## src/rtl/ctrl_pkg.sv

```systemverilog
// Shared encodings for the RV32 multi-cycle control sequencer: opcodes,
// ALU op codes, PC source selects and the sequencer state enum.
package ctrl_pkg;

  localparam logic [6:0] OPC_R      = 7'h33;
  localparam logic [6:0] OPC_I      = 7'h13;
  localparam logic [6:0] OPC_LOAD   = 7'h03;
  localparam logic [6:0] OPC_STORE  = 7'h23;
  localparam logic [6:0] OPC_BRANCH = 7'h63;
  localparam logic [6:0] OPC_JAL    = 7'h6F;

  localparam logic [2:0] ALU_ADD = 3'b010;
  localparam logic [2:0] ALU_SUB = 3'b110;
  localparam logic [2:0] ALU_AND = 3'b000;
  localparam logic [2:0] ALU_OR  = 3'b001;
  localparam logic [2:0] ALU_SLT = 3'b111;

  localparam logic [1:0] PCSRC_P4  = 2'b00;
  localparam logic [1:0] PCSRC_BR  = 2'b01;
  localparam logic [1:0] PCSRC_JMP = 2'b10;

  typedef enum logic [2:0] {
    S_IDLE,
    S_FETCH,
    S_DECODE,
    S_EXEC,
    S_MEM,
    S_WB,
    S_HALT
  } state_e;

  function automatic logic opc_legal(input logic [6:0] opc);
    return (opc == OPC_R)     || (opc == OPC_I)      || (opc == OPC_LOAD) ||
           (opc == OPC_STORE) || (opc == OPC_BRANCH) || (opc == OPC_JAL);
  endfunction

endpackage

```

## src/rtl/alu_op_dec.sv

```systemverilog
// Combinational ALU op decoder from the captured instruction fields.
module alu_op_dec
  import ctrl_pkg::*;
(
  input  logic [6:0] opc_i,
  input  logic [2:0] f3_i,
  input  logic       f7b5_i,
  output logic [2:0] op_o
);

  always_comb begin
    op_o = ALU_ADD;
    case (opc_i)
      OPC_R, OPC_I: begin
        case (f3_i)
          // funct7[5] selects sub only for register-register ops
          3'b000:  op_o = ((opc_i == OPC_R) && f7b5_i) ? ALU_SUB : ALU_ADD;
          3'b111:  op_o = ALU_AND;
          3'b110:  op_o = ALU_OR;
          3'b010:  op_o = ALU_SLT;
          default: op_o = ALU_ADD;
        endcase
      end
      OPC_BRANCH: op_o = ALU_SUB;
      default:    op_o = ALU_ADD;
    endcase
  end

endmodule

```

## src/rtl/ctrl_seq.sv

```systemverilog
// Multi-cycle FETCH/DECODE/EXEC/MEM/WB control sequencer with retire
// counter, optional retire limit and sticky illegal-opcode halt.
module ctrl_seq
  import ctrl_pkg::*;
#(
  parameter int unsigned MAX_INSNS = 0,
  parameter int unsigned CNT_W     = 16
) (
  input  logic             clk,
  input  logic             rst_n,
  input  logic             start,
  input  logic [31:0]      ins,
  input  logic             zero,
  output logic             IRWrite,
  output logic             RegWrite,
  output logic             ALUSrc,
  output logic             Mem2Reg,
  output logic             MemRead,
  output logic             MemWrite,
  output logic [2:0]       op,
  output logic             PCWrite,
  output logic [1:0]       PCSrc,
  output logic             busy,
  output logic             halted,
  output logic             illegal,
  output logic [CNT_W-1:0] retired
);

  localparam logic             LIMIT_EN = (MAX_INSNS != 0);
  localparam logic [CNT_W-1:0] LIMIT    = CNT_W'(MAX_INSNS);

  state_e           state_q, state_d;
  logic [6:0]       ir_opc_q, ir_opc_d;
  logic [2:0]       ir_f3_q, ir_f3_d;
  logic             ir_f7b5_q, ir_f7b5_d;
  logic [CNT_W-1:0] retired_q, retired_d;
  logic             illegal_q, illegal_d;
  logic             retire;
  logic [2:0]       dec_op;

  logic unused_ins;
  assign unused_ins = ^{ins[31], ins[29:15], ins[11:7]};

  alu_op_dec u_alu_op_dec (
    .opc_i  (ir_opc_q),
    .f3_i   (ir_f3_q),
    .f7b5_i (ir_f7b5_q),
    .op_o   (dec_op)
  );

  always_ff @(posedge clk or negedge rst_n) begin
    if (!rst_n) begin
      state_q   <= S_IDLE;
      ir_opc_q  <= '0;
      ir_f3_q   <= '0;
      ir_f7b5_q <= 1'b0;
      retired_q <= '0;
      illegal_q <= 1'b0;
    end else begin
      state_q   <= state_d;
      ir_opc_q  <= ir_opc_d;
      ir_f3_q   <= ir_f3_d;
      ir_f7b5_q <= ir_f7b5_d;
      retired_q <= retired_d;
      illegal_q <= illegal_d;
    end
  end

  always_comb begin
    state_d   = state_q;
    ir_opc_d  = ir_opc_q;
    ir_f3_d   = ir_f3_q;
    ir_f7b5_d = ir_f7b5_q;
    retired_d = retired_q;
    illegal_d = illegal_q;
    retire    = 1'b0;
    IRWrite   = 1'b0;
    RegWrite  = 1'b0;
    ALUSrc    = 1'b0;
    Mem2Reg   = 1'b0;
    MemRead   = 1'b0;
    MemWrite  = 1'b0;
    op        = ALU_ADD;
    PCWrite   = 1'b0;
    PCSrc     = PCSRC_P4;

    case (state_q)
      S_IDLE: begin
        if (start) state_d = S_FETCH;
      end
      S_FETCH: begin
        IRWrite   = 1'b1;
        ir_opc_d  = ins[6:0];
        ir_f3_d   = ins[14:12];
        ir_f7b5_d = ins[30];
        state_d   = S_DECODE;
      end
      S_DECODE: begin
        if (opc_legal(ir_opc_q)) begin
          state_d = S_EXEC;
        end else begin
          state_d   = S_HALT;
          illegal_d = 1'b1;
        end
      end
      S_EXEC: begin
        ALUSrc = !((ir_opc_q == OPC_R) || (ir_opc_q == OPC_BRANCH));
        op     = dec_op;
        if (ir_opc_q == OPC_BRANCH) begin
          // Branch resolves here on the live zero flag; the only input-to-output path.
          PCWrite = 1'b1;
          PCSrc   = zero ? PCSRC_BR : PCSRC_P4;
          retire  = 1'b1;
        end else if ((ir_opc_q == OPC_LOAD) || (ir_opc_q == OPC_STORE)) begin
          state_d = S_MEM;
        end else begin
          state_d = S_WB;
        end
      end
      S_MEM: begin
        ALUSrc = 1'b1;
        op     = ALU_ADD;
        if (ir_opc_q == OPC_LOAD) begin
          MemRead = 1'b1;
          state_d = S_WB;
        end else begin
          MemWrite = 1'b1;
          PCWrite  = 1'b1;
          retire   = 1'b1;
        end
      end
      S_WB: begin
        RegWrite = 1'b1;
        Mem2Reg  = (ir_opc_q == OPC_LOAD);
        PCWrite  = 1'b1;
        PCSrc    = (ir_opc_q == OPC_JAL) ? PCSRC_JMP : PCSRC_P4;
        retire   = 1'b1;
      end
      S_HALT: begin
        state_d = S_HALT;
      end
      default: state_d = S_IDLE;
    endcase

    if (retire) begin
      retired_d = retired_q + CNT_W'(1);
      state_d   = (LIMIT_EN && (retired_d == LIMIT)) ? S_HALT : S_FETCH;
    end
  end

  assign busy    = (state_q != S_IDLE) && (state_q != S_HALT);
  assign halted  = (state_q == S_HALT);
  assign illegal = illegal_q;
  assign retired = retired_q;

endmodule

```

## config.mk

```make
export PLATFORM = sky130hd
export DESIGN_NAME = ctrl_seq
export DESIGN_NICKNAME = d
export VERILOG_FILES = /design/src/rtl/ctrl_pkg.sv /design/src/rtl/alu_op_dec.sv /design/src/rtl/ctrl_seq.sv
export SDC_FILE = /design/constraint.sdc
export NUM_CORES = 1
export LEC_CHECK = 0
export ABC_CLOCK_PERIOD_IN_PS = 2300
export CORE_ASPECT_RATIO = 0.5
export CORE_UTILIZATION = 43
export DETAILED_ROUTE_END_ITERATION = 10
export GPL_ROUTABILITY_DRIVEN = 1
export GPL_TIMING_DRIVEN = 0
export PLACE_DENSITY = 0.8
export SETUP_SLACK_MARGIN = 0.4
export SYNTH_ARGS = -nofsm -noshare
export SYNTH_HDL_FRONTEND = slang
export SYNTH_SLANG_ARGS = --single-unit
```

## constraint.sdc

```tcl
create_clock -name clk -period 2.3 [get_ports clk]
set_input_delay 0.345 -clock clk [delete_from_list [all_inputs] [get_ports clk]]
set_output_delay 0.345 -clock clk [all_outputs]
set_load 0.01 [all_outputs]
```

Word level (Yosys, flattened, before mapping)
Index checks and enable logic that the tools add are counted.

operators by class
  add/subtract/negate cells = 1
  eq/ne operators = 20
  muxes and demuxes = 25
  bitwise gates (word level) = 1
  reductions and logical operators = 16

operators by type and width
  operator                                             number
  2-to-1 mux 3 bit                                     7
  case mux 3 bit (7 select lines)                      1
  adder 16 x 1 -> 16 bit, second input constant        1
  equality test 3 bit, second input constant           5
  equality test 7 x 6 -> 1 bit, second input constant  2
  equality test 7 bit, second input constant           2
  inequality test 3 bit, second input constant         4
  case mux 3 bit (4 select lines)                      1
  2-to-1 mux 1 bit                                     11
  equality test 3 x 2 -> 1 bit, second input constant  3
  equality test 7 x 2 -> 1 bit, second input constant  1
  equality test 7 x 5 -> 1 bit, second input constant  1
  logical OR 1 bit                                     7
  logical NOT 3 bit                                    2
  case mux 3 bit (2 select lines)                      1
  case mux 2 bit (2 select lines)                      1
  AND reduction 4 bit                                  1
  equality test 3 x 1 -> 1 bit, second input constant  1
  case mux 1 bit (3 select lines)                      1
  nonzero test 3 bit                                   1
  logical AND 1 bit                                    2
  2-to-1 mux 2 bit                                     1
  inequality test 2 bit, second input constant         1
  case mux 1 bit (2 select lines)                      1
  4 further kinds                                      4

storage, ports and cells
  register bits after elaboration = 31
  bits of input ports = 36
  output and inout port bits = 31
  word-level logic and storage cells = 69

Logic depth before layout (Yosys ltp)
  depth after elaboration = 9
  mapped depth = 5
  gate-level depth less buffers = 4

Modules after synthesis
From an unflattened synthesis, not the netlist that was laid out.

unflattened totals
  cell total of the unflattened synthesis = 153
  area, all modules = 1676.6 µm²

by module, submodules not included
  module      times used  cells an instance  area each (µm²)  seq. area each (µm²)
  ctrl_seq    1           143                1600.3           775.7
  alu_op_dec  1           10                 76.3             0.0

Worst setup path after synthesis
OpenSTA, ideal clock, no wires.

  path kind = reg-to-reg
  start = register ir_opc_q[3]
  end = register retired_q[1], in the netlist retired[1]
  library setup time = 0.125 ns
  data arrival time = 1.895 ns
  required time = 2.175 ns
  slack = 0.280 ns
  cell stages (with the launch flop) = 6
  buffers on the path = 1
  cell sequence = dfrtp_1 or2_4 or4_4 buf_6 nand2_1 mux2_2

between the ends
  cells in the longest elaborated chain, start to end = 3
  elaborated cells on any way between the ends = 5
  those cells by class = 2 x eq/ne; 3 x mux

ends and longest elaborated chain
  item                                                                        line                              text
  from (decl)                                                                 ctrl_seq.sv:33                    logic [6:0] ir_opc_q, ir_opc_d;
  from (signal assigned)                                                      ctrl_seq.sv:61                    ir_opc_q <= ir_opc_d;
  equality test 7 x 2 -> 1 bit / equality test 7 bit (equally long branches)  ctrl_seq.sv:123, ctrl_seq.sv:109
  2-to-1 mux 1 bit, on equally long branches                                  n/a
  case mux 1 bit (3 select lines) (*)                                         n/a
  named net PCWrite                                                           ctrl_seq.sv:21                    output logic PCWrite,
  to (signal assigned)                                                        ctrl_seq.sv:64                    retired_q <= retired_d;
  to (decl)                                                                   ctrl_seq.sv:36                    logic [CNT_W-1:0] retired_q, retired_d;

Mark *: on every way through the listed nets, which the timed path passes. The rest lies on a longest branch.
A chain may end at the register's enable or synchronous reset.

Final worst setup path
  start = register ir_opc_q[3]
  end = output port op[2]

between the ends
  cells in the longest elaborated chain, start to end = 6
  elaborated cells on any way between the ends = 9
  those cells by class = 3 x eq/ne; 4 x mux; 2 x reduce/logical

ends and longest elaborated chain
  item                                 line                                text
  equality test 7 x 6 -> 1 bit         alu_op_dec.sv:13, alu_op_dec.sv:17
  logical AND 1 bit                    alu_op_dec.sv:17                    3'b000: op_o = ((opc_i == OPC_R) && f7b5_i) ? ALU_SUB : ALU_ADD;
  2-to-1 mux 3 bit                     alu_op_dec.sv:17
  case mux 3 bit (4 select lines)      alu_op_dec.sv:15                    case (f3_i)
  case mux 3 bit (2 select lines) (*)  alu_op_dec.sv:13                    case (opc_i)
  2-to-1 mux 3 bit (*)                 ctrl_seq.sv:87                      case (state_q)
  to (decl)                            ctrl_seq.sv:20                      output logic [2:0] op,

Every way passes the cells marked *; elsewhere a longest branch is shown, timed or not.

==> summary.md <==
| Metric | Value |
|---|---|
| Status | completed |
| Worst-skew pair later-pin latency | 0.29 ns |
| Post-route clock period utilization | 96.9% |
| Drt wl/cell | 19.1 µm |
| Crit path launch type | flip-flop |
| Num CTS Buffers | 5 |
| Via/cell ratio | 5.77 |
| DR vias | 1621 |
| Most common cell after layout, fill and taps aside | clkdlybuf4s50_1 |
| Overflow after GRT | 0 |
| Final slew viol count | 0 |
| GRT Resource Usage Total | 24.2% |
| Setup Skew | 0.00751 ns |
| Post-placement cell area | 2190 µm² |
| Residual DRC count | 0 |
| Die width | 89.8 µm |
| CP bufs+invs | 2 |
| Starting Density | 46.5% |
| Initial antenna violation count | 0 |
| Final wirelength | 5370 µm |
| Hold Path Class | in2async |
| Sequential share of power | 30.4% |
| Worst-margin pin slew | 0.701 ns |
| Top post-synthesis cells by area | dfrtp_1, mux2_2, xor2_1, xnor2_1, a2111oi_4 |
| H-Tree Depth | 2 |
| Worst path arrival time | 1.88 ns |
| Final setup fails | 0 |
| Post-synth top area cell | dfrtp_1 |
| Clk root buf | clkbuf_8 |
| Largest delay share family, worst path | simple AND/OR/NAND/NOR gates |
| Core area | 3570 µm² |
| Hold Fails Final Rpt | 0 |
| Number of synthesized register bits | 31 |
| Drt first pass iters | 4 |
| Vias in the first global route | 1481 |
| Slowest cell on crit path | or4_4 |
| Syn. warnings | 0 |
| Layout fillers | 176 |
| P&R area growth vs syn | 66.4% |
| Die ar. | 4130 µm² |
| CP Cell Sequence | or2_4 > or4_4 > buf_12 > o21ai_2 > buf_2 |
| Most frequent cells in the layout | clkdlybuf4s50_1, dfrtp_1, buf_4 |
| Clock slew seen by the registers of the worst setup and hold paths | 0.07 ns |
| RSZ-0062 raised after global routing | yes |
| CP Class | reg2out |
| Synth Cell Area | 1660 µm² |
| Antenna cells | 0 |
| Switch Pwr | 0.00133 W |
| PwrDens | 1170 nW/µm² |
| Max VDD drop | 0.701 mV |
| CP endpoint kind | output pin |
| Max_slew headroom | 53.2% |
| DP HPWL | 2510 µm |
| Req. time, crit path | 1.96 ns |
| Post-synth top area share | 46.8% |
| Cell Int Power | 0.00191 W |
| Global-route wire length before repair | 7280 µm |
| Rows | 15 |
| Layout cells sized above 1 | 47.0% |
| MaxCap Viol Count | 0 |
| Clock buffer depth | 2 |
| Die height | 45.9 µm |
| Fin area | 2760 µm² |
| Num ports | 67 |
| Fmax | 449 MHz |
| IO Port Bufs | 45 |
| Min cycle time layout | 2.23 ns |
| Sequential fraction of the synthesis area | 46.8% |
| Synth Instances | 145 |
| Cts hold-fix bufs | 0 |
| Nets | 266 |
| Critical path's largest stage delay | 0.57 ns |
| Post-Syn Nets | 182 |
| Clock power frac | 13.5% |
| Sw frac | 41.0% |
| Critical path fanouts, max | 4 |
| # clock sinks | 31 |
| Detail Route Antenna Nets | 0 |
| Mean post-synth cell area | 11.4 µm² |
| Initial drt markers | 64 |
| Hold_ws | 0.0920 ns |
| Largest net degree at the start of global routing | 32 |
| Comb pwr share | 56.1% |
| RD Place Congestion | 0.807 |
| TritonCTS clock tree | done |
| Leakage | 1.16 nW |
| Yosys cell types | 44 |
==> cell usage after synthesis (all sizes together) <==
master	number
xor2	10
nor2b	3
o31a	1
o31ai	3
nand3b	1
and4	2
and2	2
dfrtp	31
nand4bb	1
or4	1
mux2	12
xnor2	7
nor3b	1
or3	2
nand4	3
or2	3
or2b	1
ha	1
o2111ai	5
nor3	3
nand2b	2
buf	2
inv	2
a21oi	3
a2111o	1
o22ai	1
nor4	2
o211ai	1
o21ai	3
a31o	2
nor2	5
nand3	5
nand2	12
a2111oi	3
a211oi	3
clkbuf	1
and3	2
and2b	1
o21ba	1
==> flip-flops by register name, indices dropped and copies added (netlist names) <==
name       count
ir_f3_q        3
illegal        1
ir_f7b5_q      1
retired       16
ir_opc_q       7
state_q        3
==> logic make-up (layout without fill, tap and decap cells) <==
logic type	Yosys count	in the layout	synth area share, %
buf+inv	5	90	1.66
compound gates	27	27	15.6
simple gates	52	52	18.1
flops	31	31	46.8
mux	12	12	8.14
xor+xnor	17	17	8.97
fa+ha+maj	1	1	0.754
==> power groups by stage <==
| stage | Clock, W | Combinational, W | Sequential [W] |
|---|---|---|---|
| after floorplan | 0 | 0.000698 | 0.000919 |
| after global placement | 0 | 0.00104 | 0.000939 |
| after global routing | 0.000463 | 0.00191 | 0.00101 |
| after detailed placement | 0 | 0.00107 | 0.000952 |
| final | 0.000437 | 0.00181 | 0.000983 |
| after CTS | 0.000427 | 0.00150 | 0.000923 |
==> per-layer routing <==
layer	vias to the layer above	wire length (µm)	global-route usage, %
li1	705	-	-
met2	79	2630	42.2
met5	-	0	0
met4	0	182	15.7
met3	23	299	6.33
met1	814	2250	27.9
==> per-stage QoR <==
stage | TNS, ns | setup WS (ns) | util (%) | power [W] | instances
finish | 0 | 0.0720 | 77.4 | 0.00323 | 281
global route | 0 | 0.0262 | 77.4 | 0.00338 | 281
CTS | 0 | 0.125 | 72.0 | 0.00285 | 273
detailed placement | -0.920 | -0.405 | 61.5 | 0.00202 | 241
global placement | -0.949 | -0.451 | 61.5 | 0.00198 | 241
floorplan | 0 | 0.400 | - | 0.00162 | 145
==> final timing paths <==
path / start / endpoint / slack (ns) / cells past startpoint
worst max-delay path: ir_opc_q[3] / op[2] / 0.07 / 5
worst min-delay path: rst_n / illegal / 0.09 / 1
worst max register to register: ir_opc_q[3] / retired[13] / 0.16 / 6
worst min register to register: retired[15] / retired[15] / 0.46 / 1
max in group asynchronous: rst_n / state_q[2] / 1.71 / 1
min in group clk: retired[15] / retired[15] / 0.46 / 1
==> layout make-up <==
type	count	area, µm²	share of cell area [%]
plain buffers	3	45.0	1.63
clock buffers	7	76.3	2.77
clock inverters	1	5.00	0.181
inverters	2	7.51	0.272
multi-input cells	109	1100	39.8
flip-flops and latches	31	783	28.4
well taps	51	63.8	2.31
repair buffers	77	681	24.7
==> repair_timing <==
action,4_1_cts,5_1_grt
hold endpoints to repair,0,0
pin swaps,14,16
resized for setup,79,32
setup endpoints to repair,40,25
buffers inserted,24,8
cloned,0,0
Power figures use the tool's default switching activity.
